==> src/rtl/button_pkg.sv <==
// Shared definitions for the push-button front end: FSM state encoding and
// default timing parameters (50 MHz system clock).
package button_pkg;

   typedef enum logic [2:0] {
      IDLE       = 3'd0,
      DB_PRESS   = 3'd1,
      HELD       = 3'd2,
      LONG       = 3'd3,
      DB_RELEASE = 3'd4
   } btn_state_t;

   localparam int unsigned DEF_DEBOUNCE_CYCLES   = 50_000;      // 1 ms
   localparam int unsigned DEF_LONG_PRESS_CYCLES = 50_000_000;  // 1 s
   localparam int unsigned DEF_REPEAT_CYCLES     = 10_000_000;  // 200 ms

endpackage

==> src/rtl/sync_2ff.sv <==
// Generic two-flop synchroniser for an asynchronous single-bit input.
// Both stages reset to RESET_VALUE so the idle level is seen immediately.
module sync_2ff #(
   parameter logic RESET_VALUE = 1'b0
) (
   input  logic clock_in,
   input  logic reset,
   input  logic raw,
   output logic synced
);

   logic stage1;

   always_ff @(posedge clock_in) begin
      if (!reset) begin
         stage1 <= RESET_VALUE;
         synced <= RESET_VALUE;
      end else begin
         stage1 <= raw;
         synced <= stage1;
      end
   end

endmodule

==> src/rtl/button_conditioner.sv <==
// Synchronise and debounce an active-low push-button; emit a debounced level
// and one-cycle press/release/long-press/auto-repeat strobes, all registered.
module button_conditioner
   import button_pkg::*;
#(
   parameter int unsigned DEBOUNCE_CYCLES   = DEF_DEBOUNCE_CYCLES,
   parameter int unsigned LONG_PRESS_CYCLES = DEF_LONG_PRESS_CYCLES,
   parameter int unsigned REPEAT_CYCLES     = DEF_REPEAT_CYCLES
) (
   input  logic clock_in,
   input  logic reset,
   input  logic btn_n,
   output logic pressed,
   output logic press_pulse,
   output logic release_pulse,
   output logic long_pulse,
   output logic repeat_pulse
);

   localparam int DB_W   = $clog2(DEBOUNCE_CYCLES);
   localparam int HOLD_W = $clog2(LONG_PRESS_CYCLES);
   localparam int REP_W  = $clog2(REPEAT_CYCLES);

   localparam logic [DB_W-1:0]   DB_LAST   = DB_W'(DEBOUNCE_CYCLES - 1);
   localparam logic [HOLD_W-1:0] HOLD_LAST = HOLD_W'(LONG_PRESS_CYCLES - 1);
   localparam logic [REP_W-1:0]  REP_LAST  = REP_W'(REPEAT_CYCLES - 1);

   logic btn_sync;
   logic act;

   btn_state_t        state, state_nxt;
   logic [DB_W-1:0]   db_cnt, db_nxt;
   logic [HOLD_W-1:0] hold_cnt, hold_nxt;
   logic [REP_W-1:0]  rep_cnt, rep_nxt;
   logic              long_seen, seen_nxt;
   logic              pressed_nxt, press_nxt, release_nxt, long_nxt, repeat_nxt;

   sync_2ff #(.RESET_VALUE(1'b1)) u_sync (
      .clock_in (clock_in),
      .reset    (reset),
      .raw      (btn_n),
      .synced   (btn_sync)
   );

   assign act = ~btn_sync;

   always_ff @(posedge clock_in) begin
      if (!reset) begin
         state         <= IDLE;
         db_cnt        <= '0;
         hold_cnt      <= '0;
         rep_cnt       <= '0;
         long_seen     <= 1'b0;
         pressed       <= 1'b0;
         press_pulse   <= 1'b0;
         release_pulse <= 1'b0;
         long_pulse    <= 1'b0;
         repeat_pulse  <= 1'b0;
      end else begin
         state         <= state_nxt;
         db_cnt        <= db_nxt;
         hold_cnt      <= hold_nxt;
         rep_cnt       <= rep_nxt;
         long_seen     <= seen_nxt;
         pressed       <= pressed_nxt;
         press_pulse   <= press_nxt;
         release_pulse <= release_nxt;
         long_pulse    <= long_nxt;
         repeat_pulse  <= repeat_nxt;
      end
   end

   // A release seen at act always wins over a hold/repeat threshold in the same cycle.
   always_comb begin
      state_nxt   = state;
      db_nxt      = db_cnt;
      hold_nxt    = hold_cnt;
      rep_nxt     = rep_cnt;
      seen_nxt    = long_seen;
      pressed_nxt = pressed;
      press_nxt   = 1'b0;
      release_nxt = 1'b0;
      long_nxt    = 1'b0;
      repeat_nxt  = 1'b0;
      case (state)
         IDLE: begin
            if (act) begin
               state_nxt = DB_PRESS;
               db_nxt    = '0;
            end
         end
         DB_PRESS: begin
            if (!act) begin
               state_nxt = IDLE;
            end else if (db_cnt == DB_LAST) begin
               state_nxt   = HELD;
               press_nxt   = 1'b1;
               pressed_nxt = 1'b1;
               hold_nxt    = '0;
               seen_nxt    = 1'b0;
            end else begin
               db_nxt = db_cnt + DB_W'(1);
            end
         end
         HELD: begin
            if (!act) begin
               state_nxt = DB_RELEASE;
               db_nxt    = '0;
            end else if (hold_cnt == HOLD_LAST) begin
               state_nxt = LONG;
               long_nxt  = 1'b1;
               seen_nxt  = 1'b1;
               rep_nxt   = '0;
            end else begin
               hold_nxt = hold_cnt + HOLD_W'(1);
            end
         end
         LONG: begin
            if (!act) begin
               state_nxt = DB_RELEASE;
               db_nxt    = '0;
            end else if (rep_cnt == REP_LAST) begin
               repeat_nxt = 1'b1;
               rep_nxt    = '0;
            end else begin
               rep_nxt = rep_cnt + REP_W'(1);
            end
         end
         DB_RELEASE: begin
            // Hold/repeat counters are left untouched so a release bounce resumes the cadence.
            if (act) begin
               state_nxt = long_seen ? LONG : HELD;
            end else if (db_cnt == DB_LAST) begin
               state_nxt   = IDLE;
               release_nxt = 1'b1;
               pressed_nxt = 1'b0;
            end else begin
               db_nxt = db_cnt + DB_W'(1);
            end
         end
         default: state_nxt = IDLE;
      endcase
   end

endmodule
==> config.mk <==
export PLATFORM = sky130hd
export DESIGN_NAME = button_conditioner
export DESIGN_NICKNAME = d
export VERILOG_FILES = /design/src/rtl/button_pkg.sv /design/src/rtl/sync_2ff.sv /design/src/rtl/button_conditioner.sv
export SDC_FILE = /design/constraint.sdc
export NUM_CORES = 1
export LEC_CHECK = 0
export BUFFER_PORTS_ARGS = -buffer_cell sky130_fd_sc_hd__buf_2
export CORE_MARGIN = 1
export CORE_UTILIZATION = 43
export DETAILED_ROUTE_END_ITERATION = 10
export PLACE_DENSITY = 0.56
export SLEW_MARGIN = 0
export SYNTH_ARGS = -nofsm -noshare
export SYNTH_HDL_FRONTEND = slang
export SYNTH_SLANG_ARGS = --single-unit
==> constraint.sdc <==
create_clock -name clock_in -period 3.4 [get_ports clock_in]
set_input_delay 0.17 -clock clock_in [delete_from_list [all_inputs] [get_ports clock_in]]
set_output_delay 0.17 -clock clock_in [all_outputs]
set_load 0.1 [all_outputs]
==> results.md <==
* DR iter-0 viols at between 100 and 150
* Inserted Diodes at 0
* Layout cell share with drive strength beyond 1 at 0.0807
* Slowest stage delay, CP at 0.66 ns
* DRT Pass-1 Iters at 4
* Worst hold slack at 0.101 ns
* Primary FF master, synth: dfxtp_1
* Kind of critical path: reg2reg
* Commonest non-fill, non-tap cell in the layout: dfxtp_1
* Syn Nets at between 500 and 600
* Synthesized cell area at between 4000 and 5000 um^2
* Critical Path Stages at 5
* Worst skew pair latency at 0.35 ns
* RSZ-0062 raised after global routing: no
* Area growth, synth to finish at 8.76%
* Post-synthesis async set-or-reset flop share at 0
* Total chip power at about 0.0017 W
* H-tree levels at 3
* Layout Utilization at 0.487
* Final setup fails at 0
* PwrDens at 382 nW/um^2
* Final Hold Fails at 0
* Yosys reg bits at 77
* Required @ worst endpoint at 3.68 ns
* Number of global-route vias before repair at roughly 3,500
* FF-to-FF Start: db_cnt[4]
* Total Wirelength at around 9.6 mm
* Cell variety after synth at 50
* Gr usage total at 0.202
* Worst vdd ir at between 0.0002 and 0.00025 V
* Initial Utilization at 0.448
* Rows at 35
* CTS max path bufs at 2
* TNS Setup at 0 ns
* Routed Antenna Nets at 0
* Syn Area/Cell at around 8.1 um^2
* PortBufs at 7
* Setup crit start kind: flip-flop
* EDFF count, synth at 0
* Pin count of the biggest net entering global routing at 47
* HPWL Detailed at ~6.3 mm
* Die area at 10,100 um^2
* Hold Path Class: in2reg
* Fill cell count at about 950
* Total grt overflow at 0
* Fmax at about 370 MHz
* Critical path's top delay family: simple AND/OR/NAND/NOR gates
* Drt drc at 0
* Min cycle time layout at ~2.7 ns
* Crit end category: flip-flop
* Worst Tran Pin Value at between 1 and 1.5 ns
* Clock Pin Slew Worst Setup and Hold Paths at 0.08 ns
* Leakage at approximately 1.3 nW
* Placed Cells at between 600 and 700
* Vias per Instance at about 6
* Crit path buf inv count at 0
* Status: complete, no violations
* Nets at ~500
* Ports at 8
* Critical Path Fanout Max at 46
* Die Y at roughly 100 um
* Max Cap Viol at 0
* Worst EP arrival at about 3 ns
* Syn. warnings at 0
* Chip width at 100 um
* Most frequent cells in the layout: 77 x dfxtp_1, 41 x a21oi_1, 39 x or4_1
* Syn Inst Count at 510
* Clk_skew at just over 0.008 ns
* TritonCTS Sinks at between 70 and 80
* First-pass GRT wire length at between 15 and 20 mm
* Critical path cell sequence: or4_1 > or4_1 > o22a_4 > or4_1 > a21oi_1
* Hold Path Depth at 2
* Slew Viols, Final at 0
* Worst setup path start: db_cnt[4]
* Relative slew margins at 0.294
* Most used cell, CP: or4_1
* Final Cycle Share at 0.804
* Root buffer cell: clkbuf_8
* CP max stage cell: or4_1
* Cts bufs inserted at 9
* RePlAce Congestion at 0.778
* Worst Reg-to-Reg Cells at 5
* Non-Filler Instances at 637
* Core ar. at 9280 um^2
* Total of cells resized after clock tree synthesis at 0
* Vias at between 3,000 and 4,000
* CTS tree: yes
* Seq/Total Area, Yosys at 0.371
* Min-delay src: reset
* DR WL/cell at between 15 and 20 um
* Initial antenna violation count at 0
## layer usage
metal  vias to the layer above  part of all wire  GRT usage
li1                       1971                 -          -
met1                      1838              0.50      0.272
met2                        55              0.46      0.318
met3                         7             0.025     0.0494
met4                         0            0.0087     0.0602
met5                         -                 0          0
## layout make-up
type / count / area [um^2] / area share
clock inverters: 4 / 70.1 / 0.0155
clock buffers: 12 / 155 / 0.0343
repair buffers: 18 / 120 / 0.0266
flip-flops and latches: 77 / 1540 / 0.341
multi-input cells: 387 / 2430 / 0.539
well taps: 129 / 161 / 0.0357
inverters: 10 / 37.5 / 0.00830
## registers in the layout, indices dropped and copies added, names as in the netlist, 3 cells and up
name and flops:
db_cnt 16, hold_cnt 26, rep_cnt 24, state 3
## worst paths after layout
path / end / slack, ns
worst min register to register: u_sync.synced / 0.42
worst max-delay path: hold_cnt[17] / 0.67
worst max register to register: hold_cnt[17] / 0.67
worst min-delay path: u_sync.stage1 / 0.10
## what timing repair did
item / 4_1_cts / 5_1_grt
buffers inserted: 0 / 0
hold buffers: 1 / 0
hold endpoints to repair: 1 / 0
## power breakdown
group | internal [W] | switching (W)
logic | 0.0000100 | 0.0000268
clock network | 0.000452 | 0.000335
registers | 0.000902 | 0.00000277
## synthesized netlist by cell type (all sizes together), types with 4 or more instances
cell type  count  share of area
or3           21          0.032
nor3          14          0.017
nor4b          5          0.011
nor2          15          0.014
or4           39          0.070
nand2b        13          0.020
o31ai         33          0.060
nand4         19          0.029
nand2         38          0.034
dfxtp         77           0.37
nand3         28          0.034
clkbuf        32          0.029
nor4           7          0.012
mux2i          7          0.017
inv           10         0.0090
a21oi         42          0.051
a211oi        23          0.042
o21ai         28          0.034
buf            4         0.0063
and3           6         0.0090
and4           7          0.015
and2           5         0.0075
nand3b         4         0.0072
## stage by stage
step	setup WS (ns)	cell area [um^2]
global route	0.470	4520
detailed placement	0.685	4290
global placement	0.756	4290
floorplan	0.891	4160
CTS	0.667	4520
finish	0.666	4520
## cell families (layout without fill, tap and decap cells)
family	after synthesis	count (layout)	share of synthesized area
flip-flops	77	77	0.371
AO/OA/AOI/OAI	140	140	0.215
AND/OR/NAND/NOR	236	236	0.341
multiplexers	8	8	0.0196
buffers and inverters	46	44	0.0443
adder cells (fa/ha/maj)	3	3	0.00903
Power figures use the tool's default switching activity.
